`src/rtl/mux_rr_arbiter.sv`:
```
// Round-robin owner arbiter for an 8-way, 32-bit select mux feeding one valid/ready consumer.
// Ownership is held for a whole multi-beat transfer, with a configurable cap on beats per grant.
module mux_rr_arbiter #(
   parameter int MAX_BEATS = 16,
   parameter int CNT_W     = 8
) (
   input  logic       clk,
   input  logic       rst,
   input  logic [7:0] req,
   input  logic [7:0] req_last,
   input  logic       out_ready,
   output logic       out_valid,
   output logic [7:0] grant,
   output logic [2:0] option,
   output logic       busy
);

   localparam logic [0:0]       ST_IDLE = 1'b0;
   localparam logic [0:0]       ST_BUSY = 1'b1;
   localparam logic [CNT_W-1:0] MAX_C   = CNT_W'(MAX_BEATS);

   logic [0:0]       state;
   logic [2:0]       last_winner;
   logic [CNT_W-1:0] beat_cnt;
   logic [CNT_W-1:0] cnt_inc;
   logic [7:0]       owner_oh;
   logic [7:0]       arb_req;
   logic [3:0]       pick;
   logic             accept;
   logic             rel_last;
   logic             rel_cap;
   logic             rel_abandon;
   logic             release_now;

   // Returns {found, index}; scans last_winner+1 .. last_winner+8 so the previous winner is last.
   function automatic logic [3:0] rr_pick(input logic [7:0] r, input logic [2:0] lw);
      logic [3:0] res;
      logic [2:0] idx;
      res = 4'b0;
      for (int k = 8; k >= 1; k--) begin
         idx = lw + 3'(k);
         if (r[idx]) res = {1'b1, idx};
      end
      return res;
   endfunction

   assign busy      = (state == ST_BUSY);
   assign out_valid = busy & req[option];

   always_comb begin
      owner_oh    = 8'b1 << option;
      cnt_inc     = beat_cnt + CNT_W'(1);
      accept      = out_valid & out_ready;
      rel_last    = accept & req_last[option];
      rel_cap     = accept & (cnt_inc == MAX_C);
      rel_abandon = busy & ~req[option];
      release_now = rel_last | rel_cap | rel_abandon;
      // A capped owner stays eligible; a finished or vanished owner is masked out.
      arb_req     = req & ~(owner_oh & {8{busy & (rel_last | rel_abandon)}});
      pick        = rr_pick(arb_req, last_winner);
   end

   always_ff @(posedge clk) begin
      if (rst) begin
         state       <= ST_IDLE;
         grant       <= 8'h00;
         option      <= 3'd0;
         last_winner <= 3'd7;
         beat_cnt    <= '0;
      end else if (state == ST_IDLE || release_now) begin
         beat_cnt <= '0;
         if (pick[3]) begin
            state       <= ST_BUSY;
            grant       <= 8'b1 << pick[2:0];
            option      <= pick[2:0];
            last_winner <= pick[2:0];
         end else begin
            state <= ST_IDLE;
            grant <= 8'h00;
         end
      end else if (accept) begin
         beat_cnt <= cnt_inc;
      end
   end

endmodule

```
`config.mk`:
```
export PLATFORM = sky130hd
export DESIGN_NAME = mux_rr_arbiter
export DESIGN_NICKNAME = d
export VERILOG_FILES = /design/src/rtl/mux_rr_arbiter.sv
export SDC_FILE = /design/constraint.sdc
export NUM_CORES = 1
export LEC_CHECK = 0
export CORE_UTILIZATION = 45
export DETAILED_ROUTE_END_ITERATION = 6
export PLACE_DENSITY = 0.77
export SYNTH_ARGS = -nofsm -noshare
export SYNTH_HDL_FRONTEND = slang
export SYNTH_SLANG_ARGS = --single-unit
```
`constraint.sdc`:
```
create_clock -name clk -period 5.8 [get_ports clk]
set_input_delay 0.58 -clock clk [delete_from_list [all_inputs] [get_ports clk]]
set_output_delay 0.58 -clock clk [all_outputs]
set_load 0.02 [all_outputs]
```
==> PnR_summary.wiki, run 1 <==
{| class="wikitable"
! Metric !! Value
|-
| Share of post-route cells with drive strength above 1 || 10.5%
|-
| Critical path endpoint category || flop
|-
| Max-Cap Viols || 0
|-
| Total negative slack || 0 ps
|-
| Std-Cell Core Area || 0.00488 mm²
|-
| Flip-flop and latch count after synthesis || 23
|-
| Clock input transition at the sequential cells of the worst setup and hold paths || 70 ps
|-
| Antenna diode instance count || 0
|-
| Largest stage delay on the critical path || 910 ps
|-
| Number of placement rows || 25
|-
| Maximum number of pins on one net before global-route repair || 24
|-
| Clock Root Buffer || sky130_fd_sc_hd__clkbuf_8
|-
| Type of the worst setup path || flop to flop
|-
| Worst Hold Launch || grant[4]$_SDFFE_PP0P_
|-
| Wire per inst || 16.4 µm
|-
| Growth of design area from synthesis to finish || 15.6%
|-
| Top flip-flop cell by instance count after synthesis || sky130_fd_sc_hd__dfxtp_1
|-
| Measured slew at the worst slew-check pin || 894 ps
|-
| Fraction of synthesis flops using an asynchronous set or reset pin || 0%
|-
| Run status || finished clean
|-
| Setup-violating endpoint count in the final report || 0
|-
| Worst setup path startpoint || last_winner[1]$_SDFFE_PP1P_
|-
| Input/output buffers || 31
|-
| Final count of hold timing violations || 0
|-
| Arrival time worst endpoint || 4500 ps
|-
| Share of synthesized cell area in and, or, nand and nor gates || 24.6%
|-
| Vias in the first global route || 2,206
|-
| Distinct cell type count of the synthesized netlist || 71
|-
| Biggest fanout along the worst timing path || 22
|-
| Slowest-stage cell, CP || sky130_fd_sc_hd__dfxtp_1
|-
| Kind of path behind the tightest hold check || flop to flop
|-
| Level count of the clock H-tree || 1
|-
| TritonCTS clock tree || done
|-
| Die Height || 74.3 µm
|-
| Mean instance size in the synthesized netlist || 8.00 µm²
|-
| Met3 layer wire length in the routed design || 364 µm
|-
| Placement-stage cell area || 0.00267 mm²
|-
| Max-Slew Margin vs Limit || 40.3%
|-
| Aggregate routed wire length || 6.27 mm
|-
| Parity-gate share of the synthesized area counting xor and xnor cells || 4.47%
|-
| Number of clock sinks || 23
|-
| Worst skew pair latency || 260 ps
|-
| Yosys warns || 0
|-
| Cell chain of the critical path || inv_1 > ha_1 > xor2_1 > o31a_1 > mux2i_1 > o211ai_1 > a21o_1 > o311ai_1 > nand3_1 > a32o_1
|-
| First-pass GRT wire length || 10.3 mm
|-
| Number of clock buffers inserted by TritonCTS || 3
|-
| Main combinational cell family by area after synthesis || compound AO/OA/AOI/OAI gates
|-
| Max Root-Sink Buffers || 2
|-
| Proportion of synthesized chip area in sequential cells || 19.6%
|-
| Highest clock rate || 230 MHz
|-
| Setup repair after global routing missed its margin || false
|-
| Amount of wire on met2 after detailed routing || 2.90 mm
|-
| Total count of max-transition violations in the final report || 0
|-
| Area of all placed cells without fillers || 0.00272 mm²
|-
| Post-placement cell count || 378
|-
| Leak pwr || 1.01 nW
|-
| Number of nets with antenna violations after detailed routing || 0
|-
| Worst endpoint required time || 5950 ps
|-
| Quantity of hold-fixing buffers added after cts || 0
|-
| Highest routed layer || met4
|-
| Antenna violations before repair || 0
|-
| Chip Width || 74.3 µm
|-
| Buffers & Inverters on Critical Path || 1
|-
| Maximum clock skew at final layout || 4.07 ps
|-
| Total GRT Usage || 23.3%
|-
| Number of DRC markers after the initial detailed-route iteration || 326
|-
| Initial standard-cell utilization of the core || 48.2%
|-
| Routability-driven placement congestion ratio || 0.945
|-
| Vias after detailed routing || 2,436
|-
| Cell area power density || 571 mW/mm²
|-
| Most common library cell in the layout ignoring fill and taps || sky130_fd_sc_hd__nor2_1
|-
| Number of buffers inserted to repair setup after CTS || 0
|-
| Post-Synthesis Net Count || 317
|-
| Count of placed standard cells in the final layout, fillers left out || 382
|-
| Peak supply drop || 0.000374 V
|-
| Post-Synthesis Cells || 294
|-
| Global-route congestion overflow total || 0
|-
| Tmin final || 4350 ps
|-
| IO Pins || 32
|-
| Part of the cycle the worst path needs || 74.9%
|-
| Compound-gate portion of the synthesized area || 34.0%
|-
| Synthesized-area fraction occupied by adder cells || 2.13%
|-
| Remaining DRCs || 0
|-
| Reg-to-reg critical path startpoint || last_winner[1]$_SDFFE_PP1P_
|-
| Placed wire-length estimate after detailed placement || 4.70 mm
|-
| Drt via density || 6.38
|-
| Nets || 339
|-
| Multiplexer fraction of the synthesized cell area || 11.2%
|-
| Critical Path Start Type || flop
|-
| Post-cts repair resize count || 0
|-
| Netlist area before placement || 0.00235 mm²
|-
| EDFF count, synth || 0
|-
| First-pass detailed-route iteration total || 5
|-
| Length of routed wiring on met1 || 2.92 mm
|-
| Die Outline Area || 0.00552 mm²
|-
| Kind of cell with the highest combined delay on the critical path || compound AO/OA/AOI/OAI gates
|-
| Commonest non-fill, non-tap cells in the layout || sky130_fd_sc_hd__nor2_1, sky130_fd_sc_hd__clkdlybuf4s50_1, sky130_fd_sc_hd__nand2_1
|}
## final timing paths
check                          endpoint  slack [ps]  cells after the start
setup / recovery  grant[1]$_SDFFE_PP0P_        1450                     10
hold / removal    grant[4]$_SDFFE_PP0P_         480                      1
setup reg to reg  grant[1]$_SDFFE_PP0P_        1450                     10
hold reg to reg   grant[4]$_SDFFE_PP0P_         480                      1
## layer usage
metal | vias up | track usage [%]
met2 | 109 | 39.5
met5 | - | 0
met1 | 1150 | 32.5
met4 | 0 | 4.82
li1 | 1168 | -
met3 | 9 | 1.76
## state kept, by name, summed over array words and instances, names as in the netlist
register / count
grant: 8
beat_cnt: 8
busy: 1
last_winner: 3
option: 3
## synthesized netlist by cell type (8+ instances only)
master / number / area (µm²)
sky130_fd_sc_hd__and3_1: 11 / 68.8
sky130_fd_sc_hd__a32o_1: 9 / 90.1
sky130_fd_sc_hd__mux2i_1: 15 / 150
sky130_fd_sc_hd__nor2_1: 35 / 131
sky130_fd_sc_hd__dfxtp_1: 23 / 460
sky130_fd_sc_hd__xor2_1: 8 / 70.1
sky130_fd_sc_hd__a21oi_1: 11 / 55.1
sky130_fd_sc_hd__mux2_2: 8 / 90.1
sky130_fd_sc_hd__nand2_1: 25 / 93.8
sky130_fd_sc_hd__o21ai_0: 9 / 45.0
sky130_fd_sc_hd__a31oi_1: 9 / 56.3
## cells by family (layout without fill, tap and decap cells)
group,after synthesis,after routing
simple gates,113,113
compound gates,97,97
mux,25,25
flops,23,23
buf+inv,20,41
xor+xnor,12,12
fa+ha+maj,4,4
## metrics by stage
stage               utilization [%]  setup slack (ps)  power, W  hold WS, ps
floorplan                         -              2330   0.00119          481
global placement               54.8              1580   0.00142          461
detailed placement             54.8              1530   0.00143          462
CTS                            55.7              1520   0.00153          486
global route                   55.7              1090   0.00168          506
finish                         55.7              1450   0.00155          482
## final cells by class
type                    instances  area (µm²)
repair buffers                 31         310
clock buffers                   4        45.0
inverters                       6        22.5
flip-flops and latches         23         460
fillers                       463        2160
multi-input cells             251        1800
well taps                      67        83.8
## where the power goes
group | leakage [nW] | internal, W | total, W | switching, W
clock network | 0.0228 | 0.0000489 | 0.0000962 | 0.0000474
registers | 0.188 | 0.000187 | 0.000283 | 0.0000963
logic | 0.801 | 0.000486 | 0.00117 | 0.000687
total | 1.01 | 0.000722 | 0.00155 | 0.000830
(Power assumes the default switching activity.)
==> run 2: changes to the inputs <==
--- a/config.mk
+++ b/config.mk
@@ -7,7 +7,7 @@
 export LEC_CHECK = 0
 export CORE_UTILIZATION = 45
 export DETAILED_ROUTE_END_ITERATION = 6
-export PLACE_DENSITY = 0.77
+export PLACE_DENSITY = 0.79
 export SYNTH_ARGS = -nofsm -noshare
 export SYNTH_HDL_FRONTEND = slang
 export SYNTH_SLANG_ARGS = --single-unit
==> constraint.sdc (replaced) <==
create_clock -name clk -period 3.8 [get_ports clk]
set_input_delay 0.38 -clock clk [delete_from_list [all_inputs] [get_ports clk]]
set_output_delay 0.38 -clock clk [all_outputs]
set_load 0.02 [all_outputs]
==> PnR_summary.wiki, run 2 (synthesized netlist as in run 1, its figures left out) <==
{| class="wikitable"
! Metric !! Value
|-
| Run status || finished clean
|-
| IO Pins || 32 (unchanged)
|-
| Std-Cell Core Area || 0.00488 mm² (unchanged)
|-
| Fillcell total || 471 (+1.7%)
|-
| TritonCTS clock tree || done
|-
| Share of post-route cells with drive strength above 1 || 13.6% (+3.1 points)
|-
| Maximum clock skew at final layout || 7.57 ps (+3.49 ps)
|-
| Critical path endpoint category || flop
|-
| First-pass detailed-route iteration total || 5 (unchanged)
|-
| Max-Cap Viols || 0 (unchanged)
|-
| Worst endpoint required time || 3960 ps (-1990 ps)
|-
| Wire per inst || 16.4 µm (about the same)
|-
| Growth of design area from synthesis to finish || 18.7%
|-
| Setup-violating endpoint count in the final report || 0 (unchanged)
|-
| Met1 track demand over resource || 33.3% (+0.77 points)
|-
| Utilization of the core after routing || 57.2% (+1.5 points)
|-
| Drt via density || 6.23 (-2.3%)
|-
| Number of DRC markers after the initial detailed-route iteration || 263 (-19%)
|-
| Number of nets with antenna violations after detailed routing || 0 (unchanged)
|-
| Max Root-Sink Buffers || 2 (unchanged)
|-
| Global-route congestion overflow total || 0 (unchanged)
|-
| Clock input transition at the sequential cells of the worst setup and hold paths || 90 ps (+20 ps)
|-
| Commonest non-fill, non-tap cells in the layout || sky130_fd_sc_hd__nor2_1, sky130_fd_sc_hd__clkdlybuf4s50_1, sky130_fd_sc_hd__nand2_1
|-
| Part of the cycle the worst path needs || 93.6% (+19 points)
|-
| Die Outline Area || 0.00552 mm² (unchanged)
|-
| Total GRT Usage || 24.0% (+0.68 points)
|-
| Number of buffers inserted to repair setup after CTS || 0 (unchanged)
|-
| Initial standard-cell utilization of the core || 48.2% (unchanged)
|-
| Number of clock sinks || 23 (unchanged)
|-
| Level count of the clock H-tree || 1 (unchanged)
|-
| Tmin final || 3560 ps (-791 ps)
|-
| First-pass GRT wire length || 10.5 mm (+2.1%)
|-
| Setup repair after global routing missed its margin || false
|-
| Chip Width || 74.3 µm (unchanged)
|-
| Vias after detailed routing || 2,437 (+0.041%)
|-
| Total count of max-transition violations in the final report || 0 (unchanged)
|-
| Final count of hold timing violations || 0 (unchanged)
|-
| Met3 routing resource usage after global routing || 1.63% (-0.14 points)
|-
| Nets || 348 (+2.7%)
|-
| Maximum number of pins on one net before global-route repair || 22 (-8.3%)
|-
| Registers with the most flip-flops || beat_cnt: 8 flops, grant: 8 flops
|-
| Routability-driven placement congestion ratio || 0.996 (+5.4%)
|-
| Most used routing layer || met2
|-
| Max-Slew Margin vs Limit || 58.2% (+18 points)
|-
| Peak supply drop || 0.000567 V (+52%)
|-
| Clock Root Buffer || sky130_fd_sc_hd__clkbuf_8
|-
| Number of placement rows || 25 (unchanged)
|-
| Input/output buffers || 31 (unchanged)
|-
| Total negative slack || 0 ps (unchanged)
|-
| Die Height || 74.3 µm (unchanged)
|-
| Met2 track demand over resource in global routing || 41.1% (+1.6 points)
|-
| Kind of path behind the tightest hold check || flop to flop
|-
| Cell area power density || 874 mW/mm² (+53%)
|-
| Type of the worst setup path || flop to flop
|-
| Measured slew at the worst slew-check pin || 626 ps (-268 ps)
|-
| Critical Path Start Type || flop
|-
| Number of clock buffers inserted by TritonCTS || 3 (unchanged)
|-
| Arrival time worst endpoint || 3720 ps (-780 ps)
|-
| Antenna violations before repair || 0 (unchanged)
|-
| Highest clock rate || 281 MHz (+22%)
|-
| Placed wire-length estimate after detailed placement || 4.84 mm (+3.0%)
|-
| Leak pwr || 1.06 nW (+4.3%)
|-
| Biggest fanout along the worst timing path || 14 (-36%)
|-
| Aggregate routed wire length || 6.42 mm (+2.3%)
|-
| Antenna diode instance count || 0 (unchanged)
|-
| Most common library cell in the layout ignoring fill and taps || sky130_fd_sc_hd__nor2_1
|-
| Vias in the first global route || 2,245 (+1.8%)
|-
| Remaining DRCs || 0 (unchanged)
|-
| Worst skew pair latency || 270 ps (about the same)
|}
run 2: cell types whose count changed in the layout (fill, tap and decap cells not counted), sizes merged:
cell,delta
buf,+9
clkinvlp,+1
clkbuf,-1
run 2: cell type report:
cell class / count / area [µm²] / share of cell area [%]
sequential: 23 / 462 / 16.5
clock buffer: 3 / 41.3 / 1.48
tap: 67 / 83.8 / 3.00
timing repair buffer: 40 / 378 / 13.5
multi-input combinational: 251 / 1800 / 64.3
clock inverter: 1 / 7.51 / 0.269
inverter: 6 / 22.5 / 0.807
run 2: power by group:
group	internal [W]	switching [W]	total [W]
registers	0.000286	0.0000656	0.000352
clock network	0.0000742	0.0000812	0.000155
logic	0.000782	0.00115	0.00193
run 2: routing by layer:
layer	vias up	wire length (µm)
met3	11	289
li1	1198	-
met1	1141	3030
met2	87	3020
met5	-	0
met4	0	74
run 2: worst max-delay path: stages, from the launching register on:
cell	delay, ps
sky130_fd_sc_hd__dfxtp_2	460
sky130_fd_sc_hd__buf_4	270
sky130_fd_sc_hd__mux2i_1	320
sky130_fd_sc_hd__a22o_4	240
sky130_fd_sc_hd__nor2_1	90
sky130_fd_sc_hd__a31oi_1	310
sky130_fd_sc_hd__o21ai_1	200
sky130_fd_sc_hd__a211oi_2	390
sky130_fd_sc_hd__and2_4	240
sky130_fd_sc_hd__a211oi_2	60
sky130_fd_sc_hd__o41a_1	410
sky130_fd_sc_hd__nor3b_2	200
sky130_fd_sc_hd__a32o_1	250
run 2: per-stage QoR:
stage / worst slack (ps) / power (W) / area [µm²] / instances / hold WS (ps)
finish: 244 / 0.00244 / 2790 / 391 / 481
global route: 32.2 / 0.00265 / 2790 / 391 / 499
CTS: 111 / 0.00241 / 2790 / 391 / 485
detailed placement: 79.4 / 0.00225 / 2740 / 387 / 461
global placement: 151 / 0.00224 / 2740 / 387 / 457
floorplan: 329 / 0.00182 / 2350 / 294 / 452
run 2: path summary, 6_finish.rpt:
check                              start                    end  slack [ps]  cells after the start
setup reg to reg  option[1]$_SDFFE_PP0P_  grant[1]$_SDFFE_PP0P_         240                     12
hold / removal     grant[5]$_SDFFE_PP0P_  grant[5]$_SDFFE_PP0P_         480                      1
setup / recovery  option[1]$_SDFFE_PP0P_  grant[1]$_SDFFE_PP0P_         240                     12
hold reg to reg    grant[5]$_SDFFE_PP0P_  grant[5]$_SDFFE_PP0P_         480                      1
run 2: repair_timing:
item | CTS | global route
resized for setup | 0 | 1
hold buffers | 0 | 0
setup endpoints to repair | 0 | 10
==> run 3: changes to the inputs <==
--- a/config.mk
+++ b/config.mk
@@ -5,9 +5,12 @@
 export SDC_FILE = /design/constraint.sdc
 export NUM_CORES = 1
 export LEC_CHECK = 0
+export CAP_MARGIN = 0
 export CORE_UTILIZATION = 45
+export CTS_CLUSTER_SIZE = 40
 export DETAILED_ROUTE_END_ITERATION = 6
 export PLACE_DENSITY = 0.79
+export RECOVER_POWER = 50
 export SYNTH_ARGS = -nofsm -noshare
 export SYNTH_HDL_FRONTEND = slang
 export SYNTH_SLANG_ARGS = --single-unit
==> PnR_summary.wiki, run 3 (synthesized netlist as in run 1, its figures left out) <==
{| class="wikitable"
! Metric !! Value
|-
| Commonest non-fill, non-tap cells in the layout || sky130_fd_sc_hd__nor2_1, sky130_fd_sc_hd__nand2_1, sky130_fd_sc_hd__dfxtp_1
|-
| Number of buffers inserted to repair setup after CTS || 0 (unchanged)
|-
| Drt via density || 6.21 (-0.33%)
|-
| Die Height || 74.3 µm (unchanged)
|-
| Nets || 348 (unchanged)
|-
| Tmin final || 3570 ps (+10.1 ps)
|-
| Clock input transition at the sequential cells of the worst setup and hold paths || 80 ps (about the same)
|-
| Global-route congestion overflow total || 0 (unchanged)
|-
| Worst hold endpoint || grant[5]$_SDFFE_PP0P_
|-
| Setup repair after global routing missed its margin || false
|-
| Number of nets with antenna violations after detailed routing || 0 (unchanged)
|-
| Most common library cell in the layout ignoring fill and taps || sky130_fd_sc_hd__nor2_1
|-
| Number of clock buffers inserted by TritonCTS || 3 (unchanged)
|-
| Worst endpoint required time || 3960 ps (about the same)
|-
| Clock Root Buffer || sky130_fd_sc_hd__clkbuf_8
|-
| Number of placement rows || 25 (unchanged)
|-
| Highest routed layer || met4
|-
| Setup-violating endpoint count in the final report || 0 (unchanged)
|-
| Aggregate routed wire length || 6.45 mm (+0.55%)
|-
| First-pass detailed-route iteration total || 5 (unchanged)
|-
| Biggest fanout along the worst timing path || 14 (unchanged)
|-
| Routability-driven placement congestion ratio || 0.996 (unchanged)
|-
| Worst reg2reg endpoint || grant[1]$_SDFFE_PP0P_
|-
| Length of routed wiring on met1 || 3.02 mm (-0.26%)
|-
| Leak pwr || 1.09 nW (+3.0%)
|-
| Std-Cell Core Area || 0.00488 mm² (unchanged)
|-
| Cell depth of the worst hold path || 1 (unchanged)
|-
| Final Hold Slack || 475 ps (-5.75 ps)
|-
| Antenna diode instance count || 0 (unchanged)
|-
| Critical Path Start Type || flop
|-
| Max-Cap Viols || 0 (unchanged)
|-
| Arrival time worst endpoint || 3720 ps (about the same)
|-
| Input/output buffers || 31 (unchanged)
|-
| IO Pins || 32 (unchanged)
|-
| Highest clock rate || 280 MHz (-0.28%)
|-
| Growth of design area from synthesis to finish || 18.7% (unchanged)
|-
| Level count of the clock H-tree || 1 (unchanged)
|-
| Run status || finished clean
|-
| Critical path endpoint category || flop
|-
| Number of DRC markers after the initial detailed-route iteration || 252 (-4.2%)
|-
| Part of the cycle the worst path needs || 93.8% (+0.27 points)
|-
| Reg-to-reg critical path startpoint || option[1]$_SDFFE_PP0P_
|-
| Number of clock sinks || 23 (unchanged)
|-
| Post-placement cell count || 387 (unchanged)
|-
| Maximum number of pins on one net before global-route repair || 22 (unchanged)
|-
| Amount of wire on met2 after detailed routing || 3.02 mm (unchanged)
|-
| Vias in the first global route || 2,245 (unchanged)
|-
| Fillcell total || 471 (unchanged)
|-
| Maximum clock skew at final layout || 5.86 ps (-1.70 ps)
|-
| Reg2reg path depth || 12 (unchanged)
|-
| Max-Slew Margin vs Limit || 57.2% (-1.0 points)
|-
| Measured slew at the worst slew-check pin || 641 ps (+15.1 ps)
|-
| Total negative slack || 0 ps (unchanged)
|-
| Chip Width || 74.3 µm (unchanged)
|-
| Peak supply drop || 0.000565 V (-0.51%)
|-
| Cell area power density || 872 mW/mm² (-0.32%)
|-
| Met3 layer wire length in the routed design || 332 µm (+15%)
|-
| Count of placed standard cells in the final layout, fillers left out || 391 (unchanged)
|-
| Type of the worst setup path || flop to flop
|-
| FF+latch area || 462 µm² (unchanged)
|-
| Worst Hold Launch || grant[5]$_SDFFE_PP0P_
|-
| Reg-to-reg setup timing slack || 230 ps (about the same)
|-
| Final count of hold timing violations || 0 (unchanged)
|-
| Wire per inst || 16.5 µm (+0.55%)
|-
| Max Root-Sink Buffers || 2 (unchanged)
|-
| First-pass GRT wire length || 10.5 mm (unchanged)
|-
| TritonCTS clock tree || done
|-
| Remaining DRCs || 0 (unchanged)
|-
| Antenna violations before repair || 0 (unchanged)
|-
| Worst skew pair latency || 270 ps (about the same)
|-
| Placed wire-length estimate after detailed placement || 4.84 mm (unchanged)
|-
| Total GRT Usage || 24.0% (unchanged)
|-
| Registers with the most flip-flops || beat_cnt: 8 flops, grant: 8 flops
|-
| Initial standard-cell utilization of the core || 48.2% (unchanged)
|-
| Area of combinational cells with multiple inputs || 0.00180 mm² (unchanged)
|-
| Total count of max-transition violations in the final report || 0 (unchanged)
|-
| Share of post-route cells with drive strength above 1 || 13.6% (unchanged)
|-
| Kind of path behind the tightest hold check || flop to flop
|-
| Die Outline Area || 0.00552 mm² (unchanged)
|-
| Vias after detailed routing || 2,429 (-0.33%)
|}
[run 3: changes by cell type in the layout (fill, tap and decap cells not counted), sizes merged]
cell	previous run	this run
dlygate4sd3	0	12
clkdlybuf4s50	31	19
[run 3: where the power goes]
group / switching, W / internal [W]
Sequential: 0.0000650 / 0.000286
Clock: 0.0000801 / 0.0000742
Combinational: 0.00115 / 0.000773
Total: 0.00130 / 0.00113
[run 3: critical path, cell delays in order, from the launching register on]
cell and delay, ps:
sky130_fd_sc_hd__dfxtp_2 450, sky130_fd_sc_hd__buf_4 280, sky130_fd_sc_hd__mux2_2 360, sky130_fd_sc_hd__o22ai_1 180
sky130_fd_sc_hd__nor2_1 110, sky130_fd_sc_hd__a31oi_1 310, sky130_fd_sc_hd__o21ai_1 200, sky130_fd_sc_hd__a211oi_2 380
sky130_fd_sc_hd__and2_4 240, sky130_fd_sc_hd__a211oi_2 60, sky130_fd_sc_hd__o41a_1 410, sky130_fd_sc_hd__nor3b_2 200
sky130_fd_sc_hd__a32o_1 250
[run 3: area by class of cell]
class	count	area share [%]
inverters	6	0.807
flip-flops and latches	23	16.5
clock inverters	1	0.269
clock buffers	3	1.48
well taps	67	3.00
repair buffers	40	13.5
multi-input cells	251	64.3
[run 3: metal layers]
metal	vias to the layer above	GRT usage, %
met1	1122	33.3
met5	-	0
met3	11	1.63
met2	97	41.1
met4	0	4.82
li1	1199	-
[run 3: how the worst max path moves through the flow]
stage / slack [ps] / from / depth (start not counted) / to
after floorplan: 330 / last_winner[0]$_SDFFE_PP1P_ / 13 / grant[1]$_SDFFE_PP0P_
after global placement: 150 / req[7] / 12 / grant[1]$_SDFFE_PP0P_
after detailed placement: 80 / req[7] / 12 / grant[1]$_SDFFE_PP0P_
after CTS: 110 / option[1]$_SDFFE_PP0P_ / 12 / grant[1]$_SDFFE_PP0P_
after global routing: 30 / option[1]$_SDFFE_PP0P_ / 11 / grant[1]$_SDFFE_PP0P_
final: 230 / option[1]$_SDFFE_PP0P_ / 12 / grant[1]$_SDFFE_PP0P_
[run 3: per-stage QoR]
step / instance area (µm²) / util [%] / worst slack [ps] / power, W
after floorplan: 2350 / - / 329 / 0.00182
after global routing: 2790 / 57.2 / 31.5 / 0.00264
after global placement: 2740 / 56.2 / 151 / 0.00224
after CTS: 2790 / 57.2 / 111 / 0.00241
final: 2790 / 57.2 / 234 / 0.00243
after detailed placement: 2740 / 56.2 / 79.4 / 0.00225
[run 3: what timing repair did]
action | CTS | global route
hold buffers | 0 | 0
gates resized for setup | 0 | 1
endpoints found under the setup margin | 0 | 10
